--- src/rtl/hex_digit_counter_if.sv ---
// Control/status bundle between the display logic and hex_digit_counter.
// master drives controls and preset value; slave (the counter) returns count and status pulses.
interface hex_digit_counter_if #(
  parameter int DIGITS = 4
);
  logic                enable;
  logic                up;
  logic                clear;
  logic                load;
  logic [4*DIGITS-1:0] load_value;
  logic [4*DIGITS-1:0] count;
  logic                step;
  logic                wrap;

  modport master (
    output enable, up, clear, load, load_value,
    input  count, step, wrap
  );

  modport slave (
    input  enable, up, clear, load, load_value,
    output count, step, wrap
  );
endinterface

--- src/rtl/hex_digit_counter.sv ---
// Prescaled multi-digit up/down counter feeding seven-segment decoders.
// Define BCD_MODE_EN to make each digit count 0..9 instead of 0..F.
module hex_digit_counter #(
  parameter int DIGITS   = 4,
  parameter int PRESCALE = 50000000
) (
  input logic           clk,
  input logic           rst_n,
  hex_digit_counter_if.slave bus
);

  localparam int W  = 4 * DIGITS;
  localparam int PW = (PRESCALE > 1) ? $clog2(PRESCALE) : 1;
  localparam logic [PW-1:0] PRESC_LAST = PW'(PRESCALE - 1);

`ifdef BCD_MODE_EN
  localparam logic [3:0] DIGIT_MAX = 4'h9;
`else
  localparam logic [3:0] DIGIT_MAX = 4'hF;
`endif

  localparam logic [W-1:0] COUNT_MAX = {DIGITS{DIGIT_MAX}};

  logic [PW-1:0] presc_q, presc_d;
  logic [W-1:0]  count_q, count_d;
  logic          step_q,  step_d;
  logic          wrap_q,  wrap_d;

  // Ripple one step through the digits; a digit at or above DIGIT_MAX rolls
  // to 0 on an up step so loaded out-of-range BCD digits recover cleanly.
  function automatic logic [W-1:0] next_count(input logic [W-1:0] cur,
                                              input logic         dir_up);
    logic [W-1:0] res;
    logic         ripple;
    logic [3:0]   d;
    res    = cur;
    ripple = 1'b1;
    for (int i = 0; i < DIGITS; i++) begin
      d = cur[4*i +: 4];
      if (ripple) begin
        if (dir_up) begin
          ripple         = (d >= DIGIT_MAX);
          res[4*i +: 4]  = ripple ? 4'h0 : d + 4'h1;
        end else begin
          ripple         = (d == 4'h0);
          res[4*i +: 4]  = ripple ? DIGIT_MAX : d - 4'h1;
        end
      end
    end
    return res;
  endfunction

  always_comb begin
    // NOTE: every next-state signal gets a default first so no path leaves it unassigned (no latches).
    presc_d = presc_q;
    count_d = count_q;
    step_d  = 1'b0;
    wrap_d  = 1'b0;
    if (bus.clear) begin
      presc_d = '0;
      count_d = '0;
    end else if (bus.load) begin
      presc_d = '0;
      count_d = bus.load_value;
    end else if (bus.enable) begin
      if (presc_q == PRESC_LAST) begin
        presc_d = '0;
        count_d = next_count(count_q, bus.up);
        step_d  = 1'b1;
        wrap_d  = bus.up ? (count_q == COUNT_MAX) : (count_q == '0);
      end else begin
        presc_d = presc_q + PW'(1);
      end
    end
  end

  // NOTE: sequential state uses non-blocking assignments so all flops update from pre-edge values.
  always_ff @(posedge clk) begin
    if (!rst_n) begin
      presc_q <= '0;
      count_q <= '0;
      step_q  <= 1'b0;
      wrap_q  <= 1'b0;
    end else begin
      presc_q <= presc_d;
      count_q <= count_d;
      step_q  <= step_d;
      wrap_q  <= wrap_d;
    end
  end

  assign bus.count = count_q;
  assign bus.step  = step_q;
  assign bus.wrap  = wrap_q;

endmodule

--- src/flat_wrapper.sv ---
// flat-port wrapper written by rule: the top's interface ports become plain ports
module hex_digit_counter_flat 
#(
  parameter int DIGITS   = 4,
  parameter int PRESCALE = 50000000
)
  (clk, rst_n, bus_enable, bus_up, bus_clear, bus_load, bus_load_value, bus_count, bus_step, bus_wrap);
  hex_digit_counter_if #(.DIGITS(DIGITS)) bus_i ();
  input logic clk;
  input logic rst_n;
  input wire logic [$bits(bus_i.enable)-1:0] bus_enable;
  input wire logic [$bits(bus_i.up)-1:0] bus_up;
  input wire logic [$bits(bus_i.clear)-1:0] bus_clear;
  input wire logic [$bits(bus_i.load)-1:0] bus_load;
  input wire logic [$bits(bus_i.load_value)-1:0] bus_load_value;
  output wire logic [$bits(bus_i.count)-1:0] bus_count;
  output wire logic [$bits(bus_i.step)-1:0] bus_step;
  output wire logic [$bits(bus_i.wrap)-1:0] bus_wrap;
  assign bus_i.enable = bus_enable;
  assign bus_i.up = bus_up;
  assign bus_i.clear = bus_clear;
  assign bus_i.load = bus_load;
  assign bus_i.load_value = bus_load_value;
  assign bus_count = bus_i.count;
  assign bus_step = bus_i.step;
  assign bus_wrap = bus_i.wrap;
  hex_digit_counter #(.DIGITS(DIGITS), .PRESCALE(PRESCALE)) u_core (.clk(clk), .rst_n(rst_n), .bus(bus_i));
endmodule
--- config.mk ---
export PLATFORM = sky130hd
export DESIGN_NAME = hex_digit_counter_flat
export DESIGN_NICKNAME = d
export VERILOG_FILES = /design/src/rtl/hex_digit_counter_if.sv /design/src/rtl/hex_digit_counter.sv /design/src/flat_wrapper.sv
export SDC_FILE = /design/constraint.sdc
export NUM_CORES = 1
export LEC_CHECK = 0
export BUFFER_PORTS_ARGS = -buffer_cell sky130_fd_sc_hd__buf_2
export CORE_MARGIN = 2
export CORE_UTILIZATION = 50
export CTS_CLUSTER_DIAMETER = 150
export DETAILED_ROUTE_END_ITERATION = 12
export GPL_TIMING_DRIVEN = 0
export PLACE_DENSITY = 0.73
export SYNTH_ARGS = -nofsm -noshare
export SYNTH_HDL_FRONTEND = slang
export SYNTH_SLANG_ARGS = --single-unit
--- constraint.sdc ---
create_clock -name clk -period 2.3 [get_ports clk]
set_clock_uncertainty 0.1 [all_clocks]
set_input_delay 0.46 -clock clk [delete_from_list [all_inputs] [get_ports clk]]
set_output_delay 0.46 -clock clk [all_outputs]
set_load 0.01 [all_outputs]
==> results of run 1 <==
final timing paths:
| kind | from | end | slack, ps | depth (start not counted) |
|---|---|---|---|---|
| max | u_core.bus.count[0] | u_core.bus.count[6] | 20 | 8 |
| min | bus_load_value[15] | u_core.bus.count[15] | 300 | 3 |
| max reg2reg | u_core.bus.count[0] | u_core.bus.count[6] | 20 | 8 |
| min reg2reg | u_core.presc_q[14] | u_core.presc_q[14] | 420 | 2 |
area by class of cell:
cell class              instances  share of cell area [%]
repair buffers                 52                   8.974
clock inverters                 2                   1.758
inverters                      14                   1.758
flip-flops and latches         44                   26.30
clock buffers                   5                   2.015
plain buffers                  18                   4.286
multi-input cells             257                   52.27
well taps                      72                   2.637
per-stage QoR:
step / hold slack, ps / instance area (um2) / setup WS, ps / setup TNS (ps)
2_1_floorplan: 370.6 / 2799 / 16.19 / 0
3_3_place_gp: 385.3 / 3079 / -172.3 / -1637
3_5_place_dp: 398.1 / 3079 / -186.6 / -1872
4_1_cts: 293.8 / 3279 / 8.846 / 0
5_1_grt: 356.3 / 3416 / -63.00 / -170.8
6_report: 302.9 / 3416 / 15.99 / 0
layout by cell type (no fill, tap or decap), types with 4 or more instances in the layout:
cell and instances:
a21oi_1 16, a31oi_1 5, and3_1 8, buf_2 39, buf_4 12, buf_6 5, clkbuf_1 4, clkbuf_8 9
dfxtp_1 38, dfxtp_4 4, ha_1 6, inv_1 10, mux2i_1 9, nand2_1 16, nand3_1 18, nand4_1 13
nor2_1 37, nor3_1 5, nor4_1 4, o21ai_0 22, xnor2_1 12, xor2_1 19
registers in the layout, summed over array words and instances (netlist names):
signal,count
u_core.bus.step,1
u_core.presc_q,26
u_core.bus.count,16
u_core.bus.wrap,1
metal layers:
metal	GRT usage, %	routed length [um]
met5	0	0
met4	8.103	70
met3	3.636	332
met2	40.17	3572
met1	30.31	3130
kinds of logic (layout without fill, tap and decap cells):
| kind of cell | after synthesis | count (layout) | share of synthesized area (%) |
|---|---|---|---|
| multiplexers | 9 | 9 | 3.219 |
| AO/OA/AOI/OAI | 72 | 72 | 17.61 |
| XOR/XNOR | 31 | 31 | 9.700 |
| buffers and inverters | 33 | 91 | 7.107 |
| flip-flops | 44 | 44 | 31.47 |
| adder cells (fa/ha/maj) | 9 | 9 | 4.023 |
| AND/OR/NAND/NOR | 136 | 136 | 26.87 |
worst register-to-register path: cells and delay by family, from the launching register on:
family	cells	cell delay, ps
flip-flops	1	370
adder cells (fa/ha/maj)	1	150
AND/OR/NAND/NOR	1	490
buffers and inverters	3	390
AO/OA/AOI/OAI	3	680
report_power, final:
group | total, W | switching [W] | internal [W]
combinational | 0.000231 | 0.000121 | 0.000110
sequential | 0.000790 | 0.0000186 | 0.000771
clock | 0.000703 | 0.000276 | 0.000428
timing repair:
item,4_1_cts,5_1_grt
pin swaps,4,10
hold buffers,0,0
setup buffers,3,11
endpoints found under the setup margin,15,30
gates resized for setup,16,21
==> metrics.txt, run 1 <==
Top Ports 40; final period utilization between 90% and 100%; multi-input logic area about 0.0018 mm2; Die W around 80 um; Max IR drop VDD ~0.34 mV; Port Buf Inserts 38; first-pass GRT wire length around 12000 um; Slew HR 50.56%; wire per inst about 15 um; EDFF count, synth 0; clk root buf clkbuf_8; area fraction of the dominant cell type after synthesis between 30% and 40%; number of synthesized register bits 44; startpoint types flip-flop; PwrDens about 500 mW/mm2; cts bufs inserted 5; clock period minus worst slack approximately 2300 ps; family with the most delay on the worst path compound AO/OA/AOI/OAI gates; Clock Sinks 44; antenna violations before repair 0; RSZ-0062 raised after global routing yes; vias in the first global route about 2500; via count 2690; total grt overflow 0; H-tree Lvls 2; Critical Path RT approximately 2400 ps; fillers ~500; leading area contributor after synthesis dfxtp_1; CP Capture Type flip-flop; Post-synth top cells 44 x dfxtp_1, 38 x nor2_1, 22 x o21ai_0, 19 x xor2_1, 18 x nand3_1; asr flop ratio synth 0%; gpl congestion about 0.92; Detailed Routing Iterations Pass 1 4; MaxCap Viol Count 0; DR iter-0 viols about 290; final-report setup violation count 0; Hold/Removal Path Class in -> reg; post-route antenna net violation count 0; status finished clean; Layout area overhead 22.04%; core region area between 0.005 and 0.006 mm2; count leader, synth dfxtp_1; Layout Cells excl Fill roughly 460; hpwl dp between 4000 and 5000 um; Syn Inst Count about 330; maximum operating frequency around 440 MHz; Leak around 1.3 nW; syn avg cell area 8.380 um2; final WL 7105 um; Final Util 62.41%; Vias/cell 5.797; Hold Fails Final Rpt 0; crit path kind reg -> reg; CP Cell Sequence inv_4 > ha_4 > or4b_4 > buf_6 > a2111oi_4 > buf_6 > a21boi_2 > o311a_1; Vert. Die Dim 78.82 um; Main synth FF type dfxtp_1; placed cell count 444; Syn Nets between 300 and 400; Post-layout nets 423; worst skew pair latency about 310 ps; slowest cell on the critical path or4b_4; n_diodes 0; GRT Total Usage 23.52%; Initial Util approximately half; critical path data arrival time roughly 2400 ps; clk buf depth 2; worst-path fanout max 5; FP Rows 27; Post-Syn Area about 0.0028 mm2; Slew Limit Fails 0; drt drc 0; Tot Pwr roughly 0.0017 W; FF+latch area between 800 and 900 um2; Cell variety after synth 69; largest net degree at the start of global routing 14; CP bufs+invs 3; layout cells sized above 1 approximately 28%; Die ar. just over 0.006 mm2; sequential area share after synthesis 31.47%; Worst-Margin Slew 735.5 ps; Crit path top cell by count buf_6; CTS tree done; YS warnings 0; largest cells by area after synthesis dfxtp_1 31%, xor2_1 5.9%, nor2_1 5.1%; Clock Pin Slew Worst Setup and Hold Paths ~90 ps; slowest stage delay, CP between 400 and 500 ps
Note: power is estimated with default switching activity, not from simulation.
==> run 2, diff against run 1 <==
Clock period 2.3 ns to 2.1 ns, I/O delays scaled along.
==> metrics.txt, run 2 (synthesized netlist as in run 1, its figures left out) <==
status finished with violations; failing checks setup timing; Port Buf Inserts 38; FF-to-FF path depth 7; crit path kind reg -> reg; CP bufs+invs 1; Critical Path RT roughly 2200 ps; Leak about 1.4 nW; Layout area overhead 25.88%; CP Cell Sequence inv_4 > ha_4 > or4b_4 > a22oi_4 > nand4_4 > or4_1 > a31oi_1; first-pass GRT wire length approximately 11000 um; drt drc 0; cts bufs inserted 5; worst-path fanout max 3; R2R Setup Slk -150 ps; post-route antenna net violation count 0; worst hold stages 3; CP Capture Type flip-flop; final WL roughly 7000 um; Detailed Routing Iterations Pass 1 5; clk buf depth 2; MaxCap Viol Count 0; antenna violations before repair 0; Initial Util between 50% and 60%; slowest cell on the critical path or4b_4; PwrDens between 500 and 600 mW/mm2; commonest non-fill, non-tap cells in the layout 39 x buf_2, 37 x nor2_1, 37 x dfxtp_1, 21 x o21ai_0, 19 x xor2_1; Stages on worst setup path 7; clock period minus worst slack between 2000 and 2500 ps; wire per inst 14.95 um; Hold Fails Final Rpt 0; clk root buf clkbuf_8; most common cell after layout, fill and taps aside buf_2; Vias/cell between 5 and 6; Worst-Margin Slew 672.4 ps; final period utilization 107.4%; max reg flops 26; setup ws final -154.9 ps; total grt overflow 0; Placement Setup Slack -294.2 ps; via count about 2700; switching power total around 0.00048 W; vias in the first global route around 2500; largest net degree at the start of global routing 16; CTS tree done; layout cells sized above 1 between 30% and 40%; gpl congestion between 0.9 and 1; Slew HR between 50% and 60%; Clock Sinks 44; Clock Pin Slew Worst Setup and Hold Paths approximately 100 ps; fillers 491; Comb power frac between 10% and 20%; Post-layout nets approximately 430; maximum operating frequency roughly 440 MHz; Die W ~79 um; slowest stage delay, CP 490 ps; Slew Limit Fails 0; H-tree Lvls 2; RSZ-0062 raised after global routing yes; final-report setup violation count 11; Final Util roughly 64%; FP Rows 27; critical path data arrival time roughly 2400 ps; Die ar. roughly 0.0062 mm2; hpwl dp between 4000 and 5000 um; startpoint types flip-flop; core region area 0.005473 mm2; GRT Total Usage 22.74%; Sw Share between 20% and 30%; n_diodes 0; family with the most delay on the worst path simple AND/OR/NAND/NOR gates; sequential share of power between 40% and 50%; Top Ports 40; Biggest register u_core.presc_q; worst skew pair latency 310 ps; DR iter-0 viols between 150 and 200; Max IR drop VDD between 0.4 and 0.5 mV; Cell Int Power 0.001327 W; clock network power share ~38%; Hold/Removal Path Class in -> reg; Vert. Die Dim between 70 and 80 um
run 2: cell count changes in the layout (fill, tap and decap cells not counted), moves of 2 or more:
cell,change
buf_6,+3
clkbuf_2,+2
nor4_1,-2
nor4_4,+2
or2_4,+2
run 2: tightest hold or removal path: stages:
cell,delay (ps)
buf_2,80
nand3_1,70
o211ai_1,70
run 2: path summary, 6_finish.rpt:
check / startpoint / end
min reg2reg: u_core.presc_q[25] / u_core.presc_q[25]
max: u_core.bus.count[1] / u_core.bus.count[14]
min: bus_load_value[15] / u_core.bus.count[15]
max reg2reg: u_core.bus.count[1] / u_core.bus.count[14]
run 2: timing repair:
item | CTS | global route
resized for setup | 26 | 21
hold buffers | 0 | 0
endpoints found under the setup margin | 34 | 34
buffers inserted | 15 | 2
cloned | 1 | 0
pin swaps | 13 | 12
run 2: stage by stage:
step	instance area, um2	setup TNS, ps	hold WS [ps]	total power, W	cells
6_report	3523	-716.2	265.0	0.001811	470
5_1_grt	3523	-1386	268.7	0.001880	470
4_1_cts	3428	-1000	253.0	0.001813	468
3_5_place_dp	3103	-5397	394.4	0.001112	444
3_3_place_gp	3103	-5520	387.2	0.001108	444
2_1_floorplan	2823	-54.28	370.6	0.001040	334
run 2: metal layers:
metal  up-vias  share of wire (%)  track usage, %
li1       1326                  -               -
met5         -                  0               0
met4         0                1.0           6.552
met2        61                 51           40.17
met1      1281                 44           28.68
met3         8                4.1           3.523
run 2: cell type report:
class / count / area [um2] / area share [%]
plain buffers: 19 / 152.6 / 4.332
clock buffers: 5 / 68.82 / 1.953
clock inverters: 3 / 46.29 / 1.314
inverters: 14 / 60.06 / 1.705
multi-input cells: 257 / 1858 / 52.73
flip-flops and latches: 44 / 899.6 / 25.53
well taps: 72 / 90.09 / 2.557
repair buffers: 56 / 347.8 / 9.872
run 2: power groups by stage:
stage               Sequential (W)  Clock [W]  Combinational [W]
detailed placement        0.000886          0           0.000227
global placement          0.000885          0           0.000223
CTS                       0.000860   0.000699           0.000254
finish                    0.000861   0.000685           0.000265
global route              0.000864   0.000731           0.000286
floorplan                 0.000888          0           0.000152
==> run 3, diff against run 2 <==
Settings changed: PLACE_DENSITY 0.73 to 0.7.
Clock period 2.1 ns to 2.3 ns, I/O delays scaled along.
==> metrics.txt, run 3 (synthesized netlist as in run 1, its figures left out) <==
Leak 1.290 nW; R2R Setup Slk 40 ps; Vert. Die Dim about 79 um; layout cells sized above 1 a little over a quarter; cts bufs inserted 5; Finished Cell Area approximately 0.0034 mm2; wire per inst between 15 and 20 um; antenna violations before repair 0; clock period minus worst slack between 2000 and 2500 ps; Detailed Routing Iterations Pass 1 6; H-tree Lvls 2; worst-path fanout max 7; CTS tree done; critical path data arrival time ~2400 ps; MaxCap Viol Count 0; gpl congestion a little over 0.9; Clock Pin Slew Worst Setup and Hold Paths ~90 ps; crit path kind reg -> reg; Port Buf Inserts 38; DP Area between 0.003 and 0.004 mm2; Slew HR around half; hpwl dp 4923 um; Hold Buf Count CTS 0; DR iter-0 viols 192; Critical Path End u_core.bus.count[14]; vias in the first global route between 2000 and 2500; setup ws final 41.82 ps; Critical path origin u_core.bus.count[0]; Slew Limit Fails 0; FF+latch area 897.1 um2; via count between 2000 and 3000; final WL between 7000 and 8000 um; Die ar. roughly 0.0062 mm2; PwrDens 479.0 mW/mm2; status finished clean; multi-input logic area approximately 0.0018 mm2; Hold Fails Final Rpt 0; clk buf depth 2; Layout area overhead 21.32%; startpoint types flip-flop; Max IR drop VDD ~0.24 mV; Post-layout nets 422; RSZ-0062 raised after global routing yes; Reg-to-Reg Start u_core.bus.count[0]; RR Endpoint u_core.bus.count[14]; final-report setup violation count 0; Critical Path RT about 2400 ps; drt drc 0; Top Ports 40; core region area around 0.0055 mm2; GRT Total Usage between 20 and 25%; Worst-Margin Slew between 700 and 800 ps; n_diodes 0; fillers ~510; largest net degree at the start of global routing 15; final period utilization approximately 98%; FF-to-FF path depth 7; Die W about 79 um; post-route antenna net violation count 0; max reg flops 26; Biggest register u_core.presc_q; commonest non-fill, non-tap cells in the layout 39 x buf_2, 39 x dfxtp_1, 37 x nor2_1, 22 x o21ai_0, 19 x xor2_1; worst hold slack around 300 ps; clk root buf clkbuf_8; CP Capture Type flip-flop; total grt overflow 0; first-pass GRT wire length roughly 12000 um; Placement Setup Slack -248.3 ps; Clock Sinks 44; Initial Util between 50% and 60%; worst skew pair latency 300 ps; Vias/cell between 5 and 6; Hold/Removal Path Class in -> reg; FP Rows 27; maximum operating frequency about 440 MHz
## run 3: how the worst min path moves through the flow
stage / slack, ps / depth (start not counted) / to / start
6_report: 300 / 3 / u_core.bus.count[15] / bus_load_value[15]
5_1_grt: 330 / 3 / u_core.bus.count[2] / bus_load_value[2]
4_1_cts: 300 / 3 / u_core.bus.count[15] / bus_load_value[15]
3_5_place_dp: 400 / 2 / u_core.presc_q[14] / u_core.presc_q[14]
3_3_place_gp: 390 / 2 / u_core.presc_q[22] / u_core.presc_q[22]
2_1_floorplan: 370 / 2 / u_core.presc_q[25] / u_core.presc_q[25]
## run 3: worst max-delay path: stages, from the launching register on
cell and delay, ps:
dfxtp_4 390, inv_4 70, ha_4 120, or4b_4 480, a22oi_4 240, nand4_4 180, or4_1 440, a31oi_1 170
## run 3: final cells by class
| type | instances | area share, % |
|---|---|---|
| Tap cell | 72 | 2.653 |
| Clock buffer | 5 | 2.027 |
| Inverter | 14 | 1.621 |
| Clock inverter | 3 | 1.253 |
| Buffer | 19 | 4.569 |
| Multi-Input combinational cell | 257 | 52.58 |
| Sequential cell | 44 | 26.42 |
| Timing Repair Buffer | 50 | 8.880 |
## run 3: metrics by stage
stage | util, % | instances | setup TNS (ps) | total power [W]
after floorplan | - | 334 | 0 | 0.0009453
after global placement | 56.26 | 444 | -2032 | 0.001007
after detailed placement | 56.26 | 444 | -2129 | 0.001012
after CTS | 59.69 | 455 | 0 | 0.001626
after global routing | 62.05 | 464 | -190.4 | 0.001694
final | 62.05 | 464 | 0 | 0.001626
## run 3: routing by layer
layer / part of all wire [%] / GRT usage [%] / up-vias
met2: 50 / 40.26 / 69
met5: 0 / 0 / -
met1: 44 / 28.39 / 1266
met3: 4.4 / 3.864 / 10
met4: 1.6 / 8.793 / 0
li1: - / - / 1320
## run 3: what timing repair did
| action | in CTS | in global routing |
|---|---|---|
| buffers inserted | 3 | 8 |
| pin swaps | 3 | 9 |
| resized for setup | 15 | 21 |
| gates cloned | 0 | 1 |
| endpoints found under the setup margin | 23 | 31 |
| endpoints found under the hold margin | 0 | 0 |
## run 3: power breakdown
part | internal (W) | switching, W | total, W
Clock | 0.000322 | 0.000288 | 0.000610
Combinational | 0.000107 | 0.000123 | 0.000230
Sequential | 0.000771 | 0.0000152 | 0.000786
